`src/rtl/pipe_pkg.sv`:
```
// Shared pipeline-stage definitions: stage occupancy states and the packed
// bundles carried between processor stages.
package pipe_pkg;

  typedef enum logic [1:0] {
    EMPTY = 2'd0,
    ONE   = 2'd1,
    FULL  = 2'd2
  } stage_state_e;

  typedef struct packed {
    logic [31:0] pc;
    logic [31:0] instr;
  } if_id_t;

  typedef struct packed {
    logic [31:0] pc;
    logic [31:0] rs1_val;
    logic [31:0] rs2_val;
    logic [31:0] imm;
    logic [4:0]  rd;
    logic [4:0]  rs1;
    logic [4:0]  rs2;
    logic [3:0]  ctrl;
  } id_ex_t;

  typedef struct packed {
    logic [31:0] alu_res;
    logic [31:0] store_val;
    logic [31:0] pc;
    logic [4:0]  rd;
    logic [5:0]  ctrl;
  } ex_mem_t;

  typedef struct packed {
    logic [31:0] wb_data;
    logic [31:0] alu_res;
    logic [4:0]  rd;
    logic [1:0]  ctrl;
  } mem_wb_t;

  localparam int IF_ID_W  = $bits(if_id_t);
  localparam int ID_EX_W  = $bits(id_ex_t);
  localparam int EX_MEM_W = $bits(ex_mem_t);
  localparam int MEM_WB_W = $bits(mem_wb_t);

endpackage

```
`src/rtl/pipe_stage_reg_if.sv`:
```
// Valid/ready payload channel between two pipeline stages.
interface pipe_stage_reg_if #(
  parameter int DATA_W = 107
);
  logic              valid;
  logic              ready;
  logic [DATA_W-1:0] data;

  modport master (output valid, output data, input ready);
  modport slave  (input valid, input data, output ready);
endinterface

```
`src/rtl/pipe_stage_reg_sat_counter.sv`:
```
// Saturating event counter; clear wins over increment.
module sat_counter #(
  parameter int CNT_W = 16
) (
  input  logic             clk,
  input  logic             rst_n,
  input  logic             inc_i,
  input  logic             clr_i,
  output logic [CNT_W-1:0] cnt_o
);
  logic [CNT_W-1:0] cnt_q, cnt_d;

  always_comb begin
    cnt_d = cnt_q;
    if (clr_i)
      cnt_d = '0;
    else if (inc_i && (cnt_q != {CNT_W{1'b1}}))
      cnt_d = cnt_q + {{(CNT_W-1){1'b0}}, 1'b1};
  end

  always_ff @(posedge clk or negedge rst_n)
    if (!rst_n) cnt_q <= '0;
    else        cnt_q <= cnt_d;

  assign cnt_o = cnt_q;
endmodule

```
`src/rtl/pipe_stage_reg.sv`:
```
// Pipeline stage register with valid/ready handshake, synchronous flush,
// optional skid entry (registered in_ready) and a saturating stall counter.
module pipe_stage_reg
  import pipe_pkg::*;
#(
  parameter int DATA_W        = EX_MEM_W,
  parameter int SKID          = 1,
  parameter int ZERO_ON_FLUSH = 1,
  parameter int CNT_W         = 16
) (
  input  logic              clk,
  input  logic              rst_n,
  input  logic              flush,
  pipe_stage_reg_if.slave   up,
  pipe_stage_reg_if.master  dn,
  input  logic              stall_clr,
  output logic [CNT_W-1:0]  stall_cnt
);
  logic              in_rdy;
  logic              out_vld;
  logic [DATA_W-1:0] out_dat;
  logic              xfer_in;
  logic              xfer_out;

  assign xfer_in  = up.valid && in_rdy;
  assign xfer_out = out_vld && dn.ready;

  assign up.ready = in_rdy;
  assign dn.valid = out_vld;
  assign dn.data  = out_dat;

  generate
    if (SKID != 0) begin : g_skid
      stage_state_e      state_q, state_d;
      logic [DATA_W-1:0] main_q, main_d, skid_q, skid_d;
      logic              vld_q, rdy_q;

      always_comb begin
        state_d = state_q;
        main_d  = main_q;
        skid_d  = skid_q;
        unique case (state_q)
          EMPTY: if (xfer_in) begin
                   state_d = ONE;
                   main_d  = up.data;
                 end
          ONE: begin
            if (xfer_in && xfer_out) begin
              main_d = up.data;
            end else if (xfer_in) begin
              state_d = FULL;
              skid_d  = up.data;
            end else if (xfer_out) begin
              state_d = EMPTY;
            end
          end
          FULL: if (xfer_out) begin
                  state_d = ONE;
                  main_d  = skid_q;
                end
          default: state_d = EMPTY;
        endcase
        // Flush overrides any transfer decided above.
        if (flush) begin
          state_d = EMPTY;
          if (ZERO_ON_FLUSH != 0) begin
            main_d = '0;
            skid_d = '0;
          end
        end
      end

      // Handshake outputs are re-registered from the next state so both are flops.
      always_ff @(posedge clk or negedge rst_n)
        if (!rst_n) begin
          state_q <= EMPTY;
          main_q  <= '0;
          skid_q  <= '0;
          vld_q   <= 1'b0;
          rdy_q   <= 1'b1;
        end else begin
          state_q <= state_d;
          main_q  <= main_d;
          skid_q  <= skid_d;
          vld_q   <= (state_d != EMPTY);
          rdy_q   <= (state_d != FULL);
        end

      assign in_rdy  = rdy_q;
      assign out_vld = vld_q;
      assign out_dat = main_q;
    end else begin : g_noskid
      logic [DATA_W-1:0] main_q, main_d;
      logic              vld_q, vld_d;

      always_comb begin
        vld_d  = vld_q;
        main_d = main_q;
        if (flush) begin
          vld_d = 1'b0;
          if (ZERO_ON_FLUSH != 0) main_d = '0;
        end else if (xfer_in) begin
          vld_d  = 1'b1;
          main_d = up.data;
        end else if (xfer_out) begin
          vld_d = 1'b0;
        end
      end

      always_ff @(posedge clk or negedge rst_n)
        if (!rst_n) begin
          main_q <= '0;
          vld_q  <= 1'b0;
        end else begin
          main_q <= main_d;
          vld_q  <= vld_d;
        end

      assign in_rdy  = !vld_q || dn.ready;
      assign out_vld = vld_q;
      assign out_dat = main_q;
    end
  endgenerate

  sat_counter #(.CNT_W(CNT_W)) u_stall (
    .clk   (clk),
    .rst_n (rst_n),
    .inc_i (out_vld && !dn.ready),
    .clr_i (stall_clr),
    .cnt_o (stall_cnt)
  );
endmodule

```
`src/flat_wrapper.sv`:
```
// flat-port wrapper written by rule: the top's interface ports become plain ports
module pipe_stage_reg_flat import pipe_pkg::*;
#(
  parameter int DATA_W        = EX_MEM_W,
  parameter int SKID          = 1,
  parameter int ZERO_ON_FLUSH = 1,
  parameter int CNT_W         = 16
)
  (clk, rst_n, flush, stall_clr, stall_cnt, up_valid, up_data, up_ready, dn_valid, dn_data, dn_ready);
  pipe_stage_reg_if #(.DATA_W(DATA_W)) up_i ();
  pipe_stage_reg_if #(.DATA_W(DATA_W)) dn_i ();
  input  logic clk;
  input  logic rst_n;
  input  logic flush;
  input  logic stall_clr;
  output logic [CNT_W-1:0] stall_cnt;
  input wire logic [$bits(up_i.valid)-1:0] up_valid;
  input wire logic [$bits(up_i.data)-1:0] up_data;
  output wire logic [$bits(up_i.ready)-1:0] up_ready;
  output wire logic [$bits(dn_i.valid)-1:0] dn_valid;
  output wire logic [$bits(dn_i.data)-1:0] dn_data;
  input wire logic [$bits(dn_i.ready)-1:0] dn_ready;
  assign up_i.valid = up_valid;
  assign up_i.data = up_data;
  assign up_ready = up_i.ready;
  assign dn_valid = dn_i.valid;
  assign dn_data = dn_i.data;
  assign dn_i.ready = dn_ready;
  pipe_stage_reg #(.DATA_W(DATA_W), .SKID(SKID), .ZERO_ON_FLUSH(ZERO_ON_FLUSH), .CNT_W(CNT_W)) u_core (.clk(clk), .rst_n(rst_n), .flush(flush), .up(up_i), .dn(dn_i), .stall_clr(stall_clr), .stall_cnt(stall_cnt));
endmodule
```
`config.mk`:
```
export PLATFORM = sky130hd
export DESIGN_NAME = pipe_stage_reg_flat
export DESIGN_NICKNAME = d
export VERILOG_FILES = /design/src/rtl/pipe_pkg.sv /design/src/rtl/pipe_stage_reg_if.sv /design/src/rtl/pipe_stage_reg_sat_counter.sv /design/src/rtl/pipe_stage_reg.sv /design/src/flat_wrapper.sv
export SDC_FILE = /design/constraint.sdc
export NUM_CORES = 1
export LEC_CHECK = 0
export CAP_MARGIN = 20
export CORE_MARGIN = 3
export CORE_UTILIZATION = 45
export DETAILED_ROUTE_END_ITERATION = 7
export PLACE_DENSITY_LB_ADDON = 0.2
export SKIP_LAST_GASP = 1
export SLEW_MARGIN = 25
export SYNTH_ARGS = -nofsm -noshare
export SYNTH_HDL_FRONTEND = slang
export SYNTH_HIERARCHICAL = 1
export SYNTH_SLANG_ARGS = --single-unit
```
`constraint.sdc`:
```
create_clock -name clk -period 2.1 [get_ports clk]
set_input_delay 0.42 -clock clk [delete_from_list [all_inputs] [get_ports clk]]
set_output_delay 0.42 -clock clk [all_outputs]
set_load 0.02 [all_outputs]
```
=== Yosys cells after proc, flatten, opt, wreduce, memory -nomap -nowiden ===
Cells that the tools add are included.

* Bits in registers: 234
* Output and inout bits: 125
* Logic and storage cells: 46

* Add/sub/neg operators: 1
* Equality and inequality tests: 8
* Muxes and demuxes: 17
* Reduce and logical (&&, ||, !) cells: 14

{| class="wikitable"
|+ Operator list
! cell !! count
|-
| 107-bit 2-to-1 mux || 7
|-
| 107-bit case mux with 3 select lines || 1
|-
| 16-bit 2-to-1 mux || 2
|-
| 16-bit by 1-bit adder with 16-bit output, second input constant || 1
|-
| 16-bit != test, second input constant || 1
|-
| 2-bit 2-to-1 mux || 6
|-
| 3-bit by 2-bit != test with 1-bit output, second input constant || 3
|-
| 2-bit nonzero test || 4
|-
| 2-bit case mux with 3 select lines || 1
|-
| 1-bit logical AND || 5
|-
| 2-bit != test, second input constant || 2
|-
| 4-bit AND reduction || 1
|-
| 4-bit nonzero test || 1
|-
| 3-bit AND reduction || 1
|-
| 2-bit by 1-bit equality test with 1-bit output, second input constant || 1
|-
| 2-bit equality test, second input constant || 1
|-
| 2-bit zero test || 1
|-
| 1-bit zero test || 1
|}

=== Longest topological paths before layout ===
* Word-level depth: 7
* Depth in mapped cells: 9
* Gate-level depth less buffers: 6

=== By module ===
Netlist, hierarchy kept.

{| class="wikitable"
|+ By module, submodules not included
! module !! times used !! cells each !! area each (um2) !! seq. area each (um2)
|-
| pipe_stage_reg || 1 || 983 || 9,851.9 || 5,456.5
|-
| sat_counter || 1 || 98 || 942.2 || 400.4
|}

=== Least setup slack after synthesis ===
Ideal clock, no wire load.

* Kind: flip-flop to flip-flop
* From: register u_core.u_stall.cnt_q[0] (netlist: u_core/u_stall/cnt_o[0])
* To: register u_core.u_stall.cnt_q[15] (netlist: u_core/u_stall/cnt_o[15])
* Setup time: 0.128 ns
* Arrival: 1.756 ns
* Data required time: 1.972 ns
* Path slack: 0.217 ns
* Stages on the path, launching flop included: 6
* Path buffers: 0
* Period minus slack after synthesis: 1.883 ns
* Path through: dfrtp_1 > ha_1 > nand4_2 > nor4_4 > nor4_1 > mux2_1

* Longest elaborated chain between the ends: 3
* Elaborated cells between the ends (all ways): 6
* Those cells by class: add/sub: 1; eq/ne: 1; mux: 2; reduce/logical: 2

{| class="wikitable"
|+ Ends and longest elaborated chain
! item !! line !! text
|-
| from (decl) || pipe_stage_reg_sat_counter.sv:11 || <nowiki>logic [CNT_W-1:0] cnt_q, cnt_d;</nowiki>
|-
| from (signal assigned) || pipe_stage_reg_sat_counter.sv:23 || <nowiki>else cnt_q <= cnt_d;</nowiki>
|-
| 16-bit by 1-bit adder with 16-bit output / 16-bit != test (equally long branches) || pipe_stage_reg_sat_counter.sv:18, pipe_stage_reg_sat_counter.sv:17 ||
|-
| 16-bit 2-to-1 mux / 1-bit logical AND (equally long branches) || pipe_stage_reg_sat_counter.sv:17 || <nowiki>else if (inc_i && (cnt_q != {CNT_W{1'b1}}))</nowiki>
|-
| 16-bit 2-to-1 mux / 2-bit nonzero test (equally long branches) || -- ||
|}

Several ways; a longest one is shown, not always the timed one. The select of a mux whose other input is x is not followed.
A chain may end at the register's enable or synchronous reset.

=== Final worst setup path ===
* From: register u_core.u_stall.cnt_q[8] (netlist: u_core/u_stall/cnt_o[8])
* To: output port stall_cnt[8]

{| class="wikitable"
|+ RTL lines
! item !! line !! text
|-
| to (decl) || flat_wrapper.sv:16 || <nowiki>output logic [CNT_W-1:0] stall_cnt;</nowiki>
|}

No word-level cell between the ends.

==> out/metrics.csv <==
metric,value,unit
num_rows,56,
cp.buffers_inverters,1,
end_kind,output pin,
place_area,13800,sq um
portBuffers,237,
worstHoldEndpoint,u_core/g_skid.skid_q[28]$_DFFE_PN0P_,
syn_inst,1081,
drt_pre_antenna_iters,4,
synthesis.area,10800,sq um
fillers,1988,
setup_viol,0,
htreeDepth,1,
synth_top_area_share,0.540,
combPwrFrac,0.332,
layout.cells.most_common_list,"dfrtp_1, clkdlybuf4s50_1, a21oi_1, nand2_1, a211oi_1",
grt_pass1_wl,47400,microns
reg2reg_to,u_core/u_stall/cnt_o[3]$_DFFE_PN0P_,
ys.warnings.count,6,
seqPwrFrac,0.387,
stdcell_count,1635,
path_class,register to output pin,
wl,29100,microns
grt_overflow,0,
cts_tree,yes,
vias,9045,
crit_family,buffers and inverters,
insertion_delay,0.51,ns
antenna_found_initial,1,
initial_utilization,0.458,
seq_area_frac_synth,0.543,
syn-num-nets,1199,
clockBufferDepth,3,
rsz0062_at_grt,no,
p_sw,4780,uW
ios,238,
wl_per_cell,17.8,microns
nets,1416,
area_delta_synth_final,34.9,%
syn_avg_cell_area,9.99,sq um
p_leak,0.00578,uW
via_per_inst,5.53,
crit_slowest_cell,clkdlybuf4s50_1,
min_period,2.02,ns
ant_nets,0,
final_core_utilization,0.619,
seq_area,5860,sq um
synthArstFlopShare,1.00,
r2r_cells,6,
min_from,flush,
hold_depth,2,
globalRouteMet2Util,0.340,
skew,0.0132,ns
hold_viol_final,0,
cts_setup_buffers,0,
die-area,25900,sq um
track_usage,0.220,
crit_fanout,7,
fmax,495,MHz
start_kind,register,
p_total,14400,uW
grt_max_degree,89,
power_density,989,nW/um^2
arrival,1.60,ns
ir_drop,0.583,mV
met1_usage,0.317,
met3_usage,0.0508,
synth.largest_area_cell,dfrtp_1,
tightest_slew,0.715,ns
cp-startpoint,u_core/u_stall/cnt_o[8]$_DFFE_PN0P_,
die_y,161,microns
die_w,161,microns
numCtsBuffers,25,
p_clk_frac,0.282,
dp_cells,1589,
cts.sinks,234,
gp_congestion,0.777,
r2r_start,u_core/u_stall/cnt_o[1]$_DFFE_PN0P_,
stdcell_area,14600,sq um
clk_pin_slew,0.06,ns
switching_share,0.332,
finalCritPeriodShare,0.963,
maxCapViolCount,0,
hold_slack,0.413,ns
critPathMaxStageDelay,0.64,ns
outcome,completed,
dp_hpwl,18400,microns
yosysUniqueCellTypes,40,
drtIter0Drc,612,
mostFrequentLayoutCell,dfrtp_1,
multi_input_area,4500,sq um
power.internal,9620,uW
drc,0,
first_global_vias,8936,
synth_ff_type,dfrtp_1,
drive_above_1_share,0.0814,
slew_violations,0,
yosys-top-cells-area,"dfrtp_1, a21oi_1, mux2i_1, nand2_1, a211oi_1",
hold_class,primary input to register,
worstPathCellList,clkdlybuf4s50_1,
core_area,23500,sq um
r2r_setup_slack,0.15,ns
root_buffer,clkbuf_16,
synth_edf_count,0,
slew_headroom,0.523,
required,1.68,ns
ys_ff_latch,234,
grt_busiest_layer,met2,
[power groups by stage]
stage / Combinational [uW] / Sequential (uW) / Clock (uW)
3_5_place_dp: 4810 / 5630 / 0
5_1_grt: 5150 / 5650 / 4350
6_report: 4780 / 5570 / 4060
3_3_place_gp: 4740 / 5630 / 0
4_1_cts: 4820 / 5570 / 4180
2_1_floorplan: 1940 / 6190 / 0
[layout make-up]
class | instances | share of cell area
clock inverter | 8 | 0.00292
sequential | 234 | 0.402
tap | 319 | 0.0274
antenna | 1 | 0.000172
inverter | 5 | 0.00129
clock buffer | 36 | 0.0485
multi-input combinational | 744 | 0.309
timing repair buffer | 288 | 0.208
[flip-flops by register name, indices dropped and copies added, names as in the netlist]
signal	count
u_core/g_skid.state_q	2
u_core/up.ready	1
u_core/dn.valid	1
u_core/dn.data	107
u_core/g_skid.skid_q	107
u_core/u_stall/cnt_o	16
[Yosys cell counts, drive strengths merged (6+ instances only)]
master and instances:
clkbuf 52, a211oi 109, mux2i 107, nand2 223, nand3 7, buf 46, a21oi 226, o31ai 7
dfrtp 233, nand4 8, nor2 6, or4 7
[kinds of logic (layout without fill, tap and decap cells)]
group | count (synthesis) | after routing | synth area share
compound gates | 351 | 351 | 0.193
simple gates | 276 | 276 | 0.110
flops | 234 | 234 | 0.543
mux | 111 | 111 | 0.103
buf+inv | 103 | 337 | 0.0440
fa+ha+maj | 5 | 5 | 0.00580
xor+xnor | 1 | 1 | 0.000812
other cells | 0 | 1 | 0
[stage by stage]
step	setup slack, ns	TNS (ns)
floorplan	0.217	0
global placement	-0.0461	-2.76
detailed placement	-0.117	-6.38
CTS	0.0318	0
global route	0.00375	0
finish	0.0781	0
[repair_timing]
action                                  CTS  global route
endpoints found under the setup margin    1             3
endpoints found under the hold margin    62             0
resized for setup                         1             3
hold buffers                              1             0
gates cloned                              0             0
[layer usage]
layer	vias up	wire length [microns]
met1	4460	13100
met4	0	556
met3	43	2000
li1	4289	-
met2	253	13500
met5	-	0
[worst max-delay path by stage]
stage	to	slack [ns]	depth (start not counted)
2_1_floorplan	u_core/u_stall/cnt_o[15]$_DFFE_PN0P_	0.22	5
5_1_grt	stall_cnt[5]	0.004	1
6_report	stall_cnt[8]	0.08	1
4_1_cts	stall_cnt[2]	0.03	1
3_5_place_dp	u_core/dn.data[25]$_DFFE_PN0P_	-0.12	6
3_3_place_gp	u_core/dn.data[28]$_DFFE_PN0P_	-0.05	6
Note: power is estimated with default switching activity, not from simulation.
